--- config.mk ---
export PLATFORM = sky130hd
export DESIGN_NAME = fpu_arbiter
export DESIGN_NICKNAME = d
export VERILOG_FILES = /design/src/rtl/fpu_arbiter.sv
export SDC_FILE = /design/constraint.sdc
export NUM_CORES = 1
export LEC_CHECK = 0
export BUFFER_PORTS_ARGS = -buffer_cell sky130_fd_sc_hd__buf_2
export CORE_AREA = 5 5 148 150
export CTS_BUF_LIST = sky130_fd_sc_hd__clkbuf_8
export CTS_CLUSTER_SIZE = 20
export DETAILED_ROUTE_END_ITERATION = 6
export DIE_AREA = 0 0 153 155
export PLACE_DENSITY = 0.67
export SYNTH_ARGS = -nofsm -noshare
export SYNTH_HDL_FRONTEND = slang
export SYNTH_SLANG_ARGS = --single-unit
export TNS_END_PERCENT = 100
--- constraint.sdc ---
create_clock -name clk -period 1.8 [get_ports clk]
set_clock_uncertainty 0.1 [all_clocks]
set_input_delay 0.18 -clock clk [delete_from_list [all_inputs] [get_ports clk]]
set_output_delay 0.18 -clock clk [all_outputs]
set_load 0.1 [all_outputs]
--- src/rtl/fpu_arbiter.sv ---
// fpu_arbiter: round-robin arbiter and bus sequencer that shares one
// memory-mapped FPU between N requesters. Each granted operation is
// written to the FPU as operand A, operand B and command. The result is
// then captured and returned with the owner's ID on a single response
// channel.
module fpu_arbiter #(
  parameter int          N        = 4,
  parameter logic [12:0] FPU_BASE = 13'h0600,
  parameter int          IDW      = $clog2(N)
) (
  input  logic              clk,
  input  logic              reset_n,
  input  logic [N-1:0]      req_valid,
  output logic [N-1:0]      req_ready,
  input  logic [2*N-1:0]    req_op,
  input  logic [32*N-1:0]   req_a,
  input  logic [32*N-1:0]   req_b,
  output logic              rsp_valid,
  input  logic              rsp_ready,
  output logic [IDW-1:0]    rsp_id,
  output logic [31:0]       rsp_data,
  output logic              rsp_err,
  output logic              fpu_cs,
  output logic [12:0]       fpu_addr,
  output logic [31:0]       fpu_wdata,
  input  logic [31:0]       fpu_rdata,
  output logic              busy
);

  typedef enum logic [2:0] {
    IDLE   = 3'd0,
    WR_A   = 3'd1,
    WR_B   = 3'd2,
    WR_CMD = 3'd3,
    CAPT   = 3'd4,
    RESP   = 3'd5
  } state_t;

  state_t         state, state_next;
  logic [IDW-1:0] ptr;
  logic [IDW-1:0] grant;
  logic           grant_found;
  logic [1:0]     grant_op;
  logic [31:0]    grant_a, grant_b;
  logic           accept;

  logic [1:0]     op_q;
  logic [31:0]    a_q, b_q;
  logic [IDW-1:0] id_q;
  logic [31:0]    data_q;
  logic           err_q;

  // Requester indices wrap modulo N, which need not be a power of two.
  function automatic logic [IDW-1:0] wrap(input int v);
    return IDW'(v % N);
  endfunction

  // Pick the first valid requester at or above the pointer, wrapping around.
  // NOTE: every signal driven here gets a default before the loop, so no path leaves it unassigned and no latch is inferred.
  always_comb begin
    grant_found = 1'b0;
    grant       = '0;
    for (int k = 0; k < N; k++) begin
      if (!grant_found && req_valid[wrap(int'(ptr) + k)]) begin
        grant_found = 1'b1;
        grant       = wrap(int'(ptr) + k);
      end
    end
  end

  assign grant_op = req_op[2*int'(grant) +: 2];
  assign grant_a  = req_a[32*int'(grant) +: 32];
  assign grant_b  = req_b[32*int'(grant) +: 32];
  assign accept   = (state == IDLE) && grant_found;

  // Accept strobe back to the winner; the only combinational output.
  always_comb begin
    req_ready = '0;
    if (accept) req_ready[grant] = 1'b1;
  end

  // State register.
  // NOTE: sequential state uses non-blocking assignments so every flop samples pre-edge values.
  always_ff @(posedge clk or negedge reset_n) begin
    if (!reset_n) state <= IDLE;
    else          state <= state_next;
  end

  // Next-state logic: fixed write sequence, illegal ops skip the FPU.
  always_comb begin
    state_next = state;
    unique case (state)
      IDLE:    if (grant_found) state_next = (grant_op != 2'd0) ? WR_A : RESP;
      WR_A:    state_next = WR_B;
      WR_B:    state_next = WR_CMD;
      WR_CMD:  state_next = CAPT;
      CAPT:    state_next = RESP;
      RESP:    if (rsp_ready) state_next = IDLE;
      default: state_next = IDLE;
    endcase
  end

  // FPU bus outputs decoded from state; address and data are zero when idle.
  always_comb begin
    fpu_cs    = 1'b0;
    fpu_addr  = '0;
    fpu_wdata = '0;
    unique case (state)
      WR_A: begin
        fpu_cs    = 1'b1;
        fpu_addr  = FPU_BASE;
        fpu_wdata = a_q;
      end
      WR_B: begin
        fpu_cs    = 1'b1;
        fpu_addr  = FPU_BASE + 13'h4;
        fpu_wdata = b_q;
      end
      WR_CMD: begin
        fpu_cs    = 1'b1;
        fpu_addr  = FPU_BASE + 13'h8;
        fpu_wdata = {30'b0, op_q};
      end
      default: ;
    endcase
  end

  // Latch the granted request, advance the pointer, capture the result.
  always_ff @(posedge clk or negedge reset_n) begin
    if (!reset_n) begin
      ptr    <= '0;
      op_q   <= '0;
      a_q    <= '0;
      b_q    <= '0;
      id_q   <= '0;
      data_q <= '0;
      err_q  <= 1'b0;
    end else begin
      if (accept) begin
        ptr  <= wrap(int'(grant) + 1);
        op_q <= grant_op;
        a_q  <= grant_a;
        b_q  <= grant_b;
        id_q <= grant;
        if (grant_op == 2'd0) begin
          data_q <= '0;
          err_q  <= 1'b1;
        end
      end
      if (state == CAPT) begin
        data_q <= fpu_rdata;
        err_q  <= 1'b0;
      end
    end
  end

  assign rsp_valid = (state == RESP);
  assign rsp_id    = id_q;
  assign rsp_data  = data_q;
  assign rsp_err   = err_q;
  assign busy      = (state != IDLE);

endmodule
* Yosys cells after proc, flatten, opt, wreduce, memory -nomap -nowiden
Index checks and enable logic that the tools add are counted.
** Word-level totals
- Bits in registers :: 106
** Cells by class
- Add/subtract/negate cells :: 4
- $lt $le $gt $ge :: 6
- Equal/unequal tests :: 7
- Shift-type cells :: 3
- Muxes and demuxes :: 32
- Reductions and logical operators :: 17
** Operator list (count)
- 128-bit by 8-bit indexed part select with 32-bit output :: 2
- 32-bit two-way mux :: 3
- 32-bit one-hot mux with 3 select lines :: 1
- 11-bit one-hot mux with 3 select lines :: 1
- 3-bit one-hot mux with 6 select lines :: 1
- 2-bit by 3-bit less-than comparator with 1-bit output, second input constant :: 5
- 1-bit two-way mux :: 13
- 3-bit two-way mux :: 3
- 1-bit binary-select mux with 2-bit select :: 4
- 2-bit two-way mux :: 4
- 8-bit by 4-bit indexed part select with 2-bit output :: 1
- 3-bit by 2-bit equality test with 1-bit output, second input constant :: 2
- 3-bit equality test, second input constant :: 2
- 2-bit nonzero test :: 3
- 1-bit logical AND :: 5
- 2-bit by 1-bit adder with 2-bit output, second input constant :: 2
- 2-bit adder, second input constant :: 2
- 4-bit two-way mux :: 1
- 2-bit AND reduction :: 2
- 3-bit by 1-bit equality test with 1-bit output, second input constant :: 1
- 1-bit logical NOT :: 3
- 3-bit logical NOT :: 1
- 3-bit nonzero test :: 1
- 3-bit OR reduction :: 1
- other kinds (5) :: 5

* Longest topological paths before layout
Gate-level depths: netlist of run 1.
- Depth after elaboration :: 17
- Gate-level depth with buffers :: 9
- Mapped depth without buffers :: 6

* Least setup slack after synthesis of run 1
Ideal clock, no wire load.
- Kind :: register to register
- Start :: register state[2]
- End :: register state[2]
- Setup time :: 0.095 ns
- Arrival time :: 3.056 ns
- Path slack :: -1.452 ns
- Cell stages (with the launch flop) :: 5
- Cells stage by stage :: dfrtp_1 > clkbuf_1 > nor3b_1 > a31oi_1 > o31ai_1
** On the way
- Cells in the longest elaborated chain, start to end :: 3
** RTL lines
- from (decl) :: line 39 : state_t state, state_next;
- from (signal assigned) :: line 86 : else state <= state_next;
- 3-bit equality test or 3-bit logical NOT (tied branches) :: line 92 : unique case (state)
- 2-bit by 1-bit inequality test with 1-bit output (no line) or 2-bit inequality test (tied branches)
- 2-bit AND reduction (no line)
Parallel ways exist; a longest one is shown, timed or not.
A chain may end at the register's enable or synchronous reset.

* Final worst setup path of run 1
- Start :: register ptr[1]
- End :: output port req_ready[2]
** On the way
- Cells in the longest elaborated chain, start to end :: 17
** RTL lines
- from (decl) :: line 40 : logic [IDW-1:0] ptr;
- from (signal assigned) :: line 140 : ptr <= wrap(int'(grant) + 1);
- parallel branches: the longest is 11 deep, another holds 2-bit by 1-bit adder with 2-bit output
- 2-bit two-way mux (*) :: line 64 : if (!grant_found && req_valid[wrap(int'(ptr) + k)]) begin
- named net grant[1] :: line 41 : logic [IDW-1:0] grant;
- 2-bit by 3-bit less-than comparator with 1-bit output (not written as such) or 2-bit by 1-bit >= comparator with 1-bit output (tied branches) :: line 79 : if (accept) req_ready[grant] = 1'b1;
- 1-bit logical AND (not written as such) :: line 79
- 1-bit two-way mux (not written as such) :: line 79
- 1-bit demux with 2-bit select (*) :: line 79
- 4-bit two-way mux (*) :: line 79
- to (decl) :: line 14 : output logic [N-1:0] req_ready,
Mark *: on every way through the listed nets, which the timed path passes. The select of a mux whose other input is x is not followed.

==> results.tsv, run 1 <==
stage	metric	value	unit
min_path	Worst Hold Class	input pin to flop	
final_layout	final net count	1602	
final_layout	fraction of layout cells with a size suffix above 1	67.08	%
timing	Fmax	422.6	MHz
drt	Vias	9164	
global_route	initial antenna violation count	9	
power_and_ir_drop	Sequential Power Share	16.6	%
flow_run	max_cap viols	0	
setup_path	R2R depth	9	
place	dpl ws	-228.0	ps
drt	vias per inst	5.796	
final_layout	fill count	1422	
timing	final setup margin	-566.5	ps
final_layout	Layout Area Growth over Synthesis	106.0	%
place	GPL Wtd Cong	0.8973	
yosys	sequential area share after synthesis	37.89	%
drt	Pre-antenna DRT Iters	5	
drt	DRT antenna net count	0	
place	post-DP HPWL	22850	um
setup_path	r2r startpoint	ptr[1]$_DFFE_PN0P_	
setup_path	worst setup path category	flop to output pin	
setup_path	Crit Path Max Fanout	3	
timing	Final Hold Vio Count	0	
power_and_ir_drop	leak pwr	6.589	nW
yosys	most area-consuming cells after synthesis	dfrtp_1 (38%), a211oi_1 (14%), and3_1 (12%)	
min_path	hold path start	req_a[59]	
yosys	Post-Syn Area	7000	um2
global_route	vias in the first global route	9882	
yosys	area leader, netlist	dfrtp_1	
timing	Slew @ Worst Pin	663.1	ps
die	die area	23720	um2
drt	drc violations	0	
yosys	Netlist cell types	38	
status	failing checks	setup timing	
power_and_ir_drop	internal power	12.90	mW
clocking	CTS tree	built	
setup_path	nature of the critical path startpoint	flop	
yosys	Avg Synthesized Cell Area	8.685	um2
setup_path	reg2reg setup slack	-540	ps
power_and_ir_drop	switching fraction of total power	53.45	%
power_and_ir_drop	Logic pwr share	77.6	%
global_route	aggregate global routing overflow	0	
power_and_ir_drop	Clock power frac	5.7	%
global_route	largest net degree at the start of global routing	107	
setup_path	WP data required	1520	ps
power_and_ir_drop	maximum resistive drop on vdd	0.9905	mV
die	Die X	153	um
clocking	CTS buffer count	9	
global_route	wire length of the first global-routing pass	58390	um
drt	drt wl/cell	24.85	um
clocking	CTS Sinks	106	
timing	number of setup violations in the final report	146	
clocking	CTS root buf	clkbuf_8	
die	core area	20560	um2
status	status	complete, but fails checks	
clocking	Bufs on Longest Clock Path	2	
power_and_ir_drop	PwrDens	1921	nW/um2
timing	unrepaired setup endpoints after global routing	yes	
final_layout	Final Util	70.15	%
timing	Final Cycle Share	131.5	%
yosys	cell with the most instances after synthesis	nand2_1	
yosys	Synth Instances	806	
place	port bufs	380	
global_route	gr usage total	31.84	%
timing	Tmin final	2367	ps
clocking	H-tree Lvls	3	
timing	Slew Limit Fails	0	
clocking	clk slew on worst S/H paths	120	ps
yosys	Synth Register Bits	106	
min_path	hold path endpoint	a_q[27]$_DFFE_PN0P_	
die	io pins	390	
die	row cnt	53	
clocking	Skew-Pair Late Insertion Delay	390	ps
min_path	Hold Crit Depth	3	
drt	wirelength, routed	39290	um
yosys	number of enable flip-flop cells after synthesis	0	
yosys	most frequent cells after synthesis	nand2_1 (140), a211oi_1 (132), and3_1 (132)	
yosys	async set-reset flop share out of synthesis	100.0	%
die	initial core utilization	34.05	%
setup_path	FF-to-FF End	rsp_data[3]$_DFFE_PN0P_	
setup_path	crit path DAT	2090	ps
timing	Max transition margin	55.79	%
yosys	dominant synthesized flop cell	dfrtp_1	
yosys	post-synth top area share	37.89	%
power_and_ir_drop	P_sw	14.81	mW
setup_path	Worst setup EP type	output pin	
drt	DR iter-0 viols	659	
die	die height	155	um
yosys	Syn. warnings	0	
[layout by cell type (no fill, tap or decap), types with 3 or more instances in the layout]
cell,count
buf_2,336
nand2_1,139
a211oi_2,112
dfrtp_1,103
and3_4,80
buf_12,78
o31ai_1,64
and3_1,52
buf_6,47
buf_4,44
dlygate4sd3_1,34
a22o_4,30
buf_16,28
o31ai_4,23
a211oi_4,12
o31ai_2,12
a211oi_1,10
conb_1,9
clkbuf_8,9
diode_2,6
nor2_4,6
and2_4,5
ha_4,4
nor3_4,3
a21oi_2,3
nor2_2,3
clkinvlp_4,3
clkbuf_16,3
dfrtp_2,3
[layer usage]
layer	track usage (%)	wire, um	share of wire (%)
met1	36.91	14360	37
met2	55.89	19810	50
met3	6.370	2829	7.2
met4	16.50	2265	5.8
met5	0	27	0.069
[state kept, by name, indices dropped and copies added, names as in the netlist]
| name | count |
|---|---|
| state | 3 |
| ptr | 2 |
| b_q | 32 |
| op_q | 2 |
| rsp_id | 2 |
| a_q | 32 |
| rsp_err | 1 |
| rsp_data | 32 |
[through the flow]
| step | setup TNS, ps | area (um2) | hold WS [ps] | power [mW] | cells |
|---|---|---|---|---|---|
| floorplan | -5935 | 8170 | -215.6 | 16.30 | 814 |
| global placement | -14420 | 11240 | 211.7 | 21.12 | 1441 |
| detailed placement | -18400 | 11240 | 212.9 | 21.34 | 1441 |
| global route | -64960 | 14420 | 12.23 | 28.82 | 1581 |
| CTS | -54730 | 14330 | 2.216 | 26.97 | 1576 |
| finish | -53920 | 14420 | 20.64 | 27.71 | 1581 |
[power by group through the flow]
stage          Combinational [mW]  Clock [mW]  Sequential (mW)
3_5_place_dp                 16.8           0             4.55
3_3_place_gp                 16.6           0             4.52
4_1_cts                      20.8        1.61             4.51
2_1_floorplan                9.61           0             6.69
6_report                     21.5        1.59             4.61
5_1_grt                      22.4        1.71             4.73
[worst max-delay path by stage]
stage	from	endpoint	slack, ps	cells past startpoint
6_report	ptr[1]$_DFFE_PN0P_	req_ready[2]	-570	8
5_1_grt	ptr[1]$_DFFE_PN0P_	req_ready[2]	-650	8
4_1_cts	ptr[1]$_DFFE_PN0P_	req_ready[1]	-570	7
3_5_place_dp	ptr[1]$_DFFE_PN0P_	rsp_data[29]$_DFFE_PN0P_	-230	7
3_3_place_gp	ptr[0]$_DFFE_PN0P_	rsp_data[2]$_DFFE_PN0P_	-180	7
2_1_floorplan	ptr[1]$_DFFE_PN0P_	req_ready[0]	-170	8
[critical path, stage by stage, from the launching register on]
cell and delay (ps):
dfrtp_1 420, nand2_2 90, buf_6 130, a221oi_4 350, nor2_4 110, buf_6 140, ha_4 150, and2_4 150
buf_12 160
[final cells by class]
cell class	count	area (um2)	area share (%)
Sequential cell	106	2656	18.42
Tap cell	275	344.1	2.386
Multi-Input combinational cell	599	5796	40.19
Antenna cell	6	15.01	0.1041
Inverter	5	31.28	0.2169
Clock inverter	7	70.07	0.4859
Clock buffer	9	123.9	0.8590
Timing Repair Buffer	574	5384	37.34
[cell families after synthesis]
| kind of cell | count (synthesis) | synth area share, % |
|---|---|---|
| AND/OR/NAND/NOR | 305 | 22.02 |
| AO/OA/AOI/OAI | 279 | 30.63 |
| buffers and inverters | 109 | 8.400 |
| flip-flops | 106 | 37.89 |
| adder cells (fa/ha/maj) | 4 | 0.7150 |
| multiplexers | 2 | 0.2860 |
| other | 1 | 0.05357 |
[what timing repair did]
action | in CTS | in global routing
endpoints found under the hold margin | 139 | 0
resized for setup | 241 | 56
hold buffers | 34 | 0
endpoints found under the setup margin | 143 | 147
cloned | 37 | 3
pin swaps | 185 | 70
buffers inserted | 50 | 12
No activity file was read; power rests on OpenSTA's default activity.
==> run 2, diff against run 1 <==
- CORE_AREA: 5 5 148 150 -> default
- CORE_ASPECT_RATIO: default -> 2
- CORE_MARGIN: default -> 5
- CORE_UTILIZATION: default -> 25
- DIE_AREA: 0 0 153 155 -> default
- PLACE_DENSITY: 0.67 -> default
==> run 2 against run 1 <==
Against the previous run: first-iteration DRC count is 29% lower; core utilization down 17 points; highest routed layer unchanged; critical path depth up 2; critical path type is now flop to flop; the flow still finishes with violations (setup timing); via count fell by 0.15%; non-clock buffer count is 40 higher; register-to-register slack got worse by 20 ps; largest power group unchanged; sequential share of layout area is 0.45 points lower; cell area grew 2.4%.
==> results.tsv, run 2 (same netlist as run 1, synthesis figures left out) <==
stage	metric	value	unit	change
status	status	complete, but fails checks		
status	failing checks	setup timing		
drt	Pre-antenna DRT Iters	5		unchanged
setup_path	WP data required	2020	ps	+500 ps
clocking	clk slew on worst S/H paths	110	ps	about the same
timing	Final Hold Vio Count	0		unchanged
flow_run	max_cap viols	0		unchanged
min_path	Worst Hold Class	input pin to flop		
setup_path	r2r startpoint	ptr[0]$_DFFE_PN0P_		
timing	Slew Limit Fails	0		unchanged
timing	number of setup violations in the final report	144		-1.4%
timing	Tmin final	2355	ps	-11.17 ps
timing	Fmax	424.6	MHz	+0.47%
global_route	busiest layer in global routing	met2		
die	die height	246.7	um	+59%
place	GPL Wtd Cong	0.8800		-1.9%
drt	drc violations	0		unchanged
die	core area	27650	um2	+35%
final_layout	final net count	1642		+2.5%
drt	wirelength, routed	41460	um	+5.5%
global_route	wire length of the first global-routing pass	58090	um	-0.52%
timing	Max transition margin	57.56	%	+1.8 points
final_layout	commonest cells after routing, fill and taps aside	buf_2 (336), nand2_1 (137), a211oi_2 (107)		
final_layout	fraction of layout cells with a size suffix above 1	65.65	%	-1.4 points
global_route	initial antenna violation count	4		-5
final_layout	area occupied by multi-input gates	5700	um2	-1.6%
global_route	routing usage on met1	24.43	%	-12 points
timing	final setup margin	-555.3	ps	+11.17 ps
global_route	gr usage total	24.79	%	-7.0 points
place	Placed Cells	1532		+6.3%
setup_path	Worst setup EP type	flop		
min_path	hold path start	req_a[10]		
clocking	CTS Sinks	106		unchanged
place	dpl ws	-346.1	ps	-118.1 ps
clocking	CTS root buf	clkbuf_8		
final_layout	most common cell after layout, fill and taps aside	buf_2		
global_route	M2 GR Usage	46.45	%	-9.4 points
drt	DR iter-0 viols	465		-29%
drt	drt wl/cell	24.46	um	-1.6%
setup_path	Worst Path Buf+Inv	6		+3
die	die area	31650	um2	+33%
power_and_ir_drop	leak pwr	6.730	nW	+2.1%
drt	vias per inst	5.398		-6.9%
final_layout	Layout Area Growth over Synthesis	111.0	%	
setup_path	CP max-delay cell	dfrtp_1		
clocking	CTS tree	built		
global_route	vias in the first global route	9771		-1.1%
setup_path	Crit Path Max Fanout	6		+3
global_route	largest net degree at the start of global routing	107		unchanged
place	post-DP HPWL	24840	um	+8.7%
die	io pins	390		unchanged
global_route	aggregate global routing overflow	0		unchanged
setup_path	worst setup path category	flop to flop		
setup_path	Top delay family on crit path	compound AO/OA/AOI/OAI gates		
die	initial core utilization	25.31	%	-8.7 points
timing	Slew @ Worst Pin	636.6	ps	-26.48 ps
drt	Vias	9150		-0.15%
timing	unrepaired setup endpoints after global routing	yes		
clocking	Bufs on Longest Clock Path	2		unchanged
global_route	grt met3 use	3.113	%	-3.3 points
final_layout	fill count	2345		+65%
timing	Final Cycle Share	130.9	%	-0.62 points
setup_path	crit path DAT	2580	ps	+490 ps
die	row cnt	86		+62%
clocking	H-tree Lvls	3		unchanged
setup_path	nature of the critical path startpoint	flop		
final_layout	final cell count without fillers	1695		+7.2%
setup_path	crit-path cells	inv_2 -> buf_4 -> a221o_4 -> buf_12 -> a211oi_4 -> o211a_4 -> buf_12 -> buf_12 -> buf_16 -> o31ai_1		
power_and_ir_drop	maximum resistive drop on vdd	0.8087	mV	-18%
power_and_ir_drop	PwrDens	1877	nW/um2	-2.3%
setup_path	reg2reg setup slack	-560	ps	-20 ps
die	Die X	128.3	um	-16%
clocking	CTS buffer count	9		unchanged
place	port bufs	380		unchanged
drt	DRT antenna net count	0		unchanged
setup_path	CP max stage delay	410	ps	about the same
final_layout	Storage cell area	2655	um2	about the same
setup_path	CP most frequent cell	buf_12		
clocking	Skew-Pair Late Insertion Delay	440	ps	+50 ps
setup_path	Setup crit start	ptr[0]$_DFFE_PN0P_		
[run 2: cell types whose count changed in the layout (fill, tap and decap cells not counted), moves of 4 or more]
cell	before	now
o31ai_1	64	70
o31ai_4	23	11
a211oi_2	112	107
a211oi_4	12	16
buf_6	47	34
and3_4	80	89
buf_4	44	59
o31ai_2	12	18
and3_1	52	43
dlygate4sd3_1	34	64
buf_8	2	13
[run 2: path summary, 6_finish.rpt]
path                                       endpoint  cells past startpoint
min in group asynchronous  rsp_data[25]$_DFFE_PN0P_                      3
setup / recovery            rsp_data[6]$_DFFE_PN0P_                     10
hold reg to reg               rsp_id[0]$_DFFE_PN0P_                      2
max in group asynchronous       a_q[11]$_DFFE_PN0P_                      3
hold / removal                  a_q[10]$_DFFE_PN0P_                      3
setup reg to reg            rsp_data[6]$_DFFE_PN0P_                     10
[run 2: cell type report]
type | instances | area share, %
multi-input cells | 599 | 38.59
clock inverters | 4 | 0.4997
repair buffers | 614 | 38.69
diodes | 4 | 0.06776
clock buffers | 11 | 1.025
inverters | 5 | 0.1779
well taps | 352 | 2.981
flip-flops and latches | 106 | 17.97
[run 2: repair_timing]
action,CTS,global route
hold buffers,64,0
setup endpoints to repair,143,147
endpoints found under the hold margin,165,0
setup buffers,47,14
gates cloned,29,5
gates resized for setup,192,85
pin swaps,98,50
[run 2: layer usage]
layer	vias up	part of all wire, %
li1	4083	-
met1	4505	33
met2	415	55
met3	145	4.9
met4	2	7.8
met5	-	0.017
[run 2: per-stage QoR]
stage	area [um2]	total power, mW	hold WS, ps	utilization, %	TNS (ps)
final	14770	27.72	1.404	53.42	-54820
after global routing	14770	28.93	9.716	53.41	-63280
after CTS	14390	26.92	0.01965	52.05	-53820
after detailed placement	11470	21.68	211.4	41.47	-21980
after global placement	11470	21.48	208.1	41.47	-19720
after floorplan	8170	16.30	-215.6	-	-5935
[run 2: power by group]
group | internal (mW) | total (mW) | switching [mW]
sequential | 3.54 | 4.46 | 0.922
combinational | 8.64 | 21.5 | 12.8
clock | 0.855 | 1.80 | 0.941
[run 2: worst register-to-register path: stages, from the launching register on]
cell and delay [ps]:
dfrtp_1 410, inv_2 60, buf_4 140, a221o_4 410
buf_12 150, a211oi_4 290, o211a_4 270, buf_12 130
buf_12 90, buf_16 120, o31ai_1 70
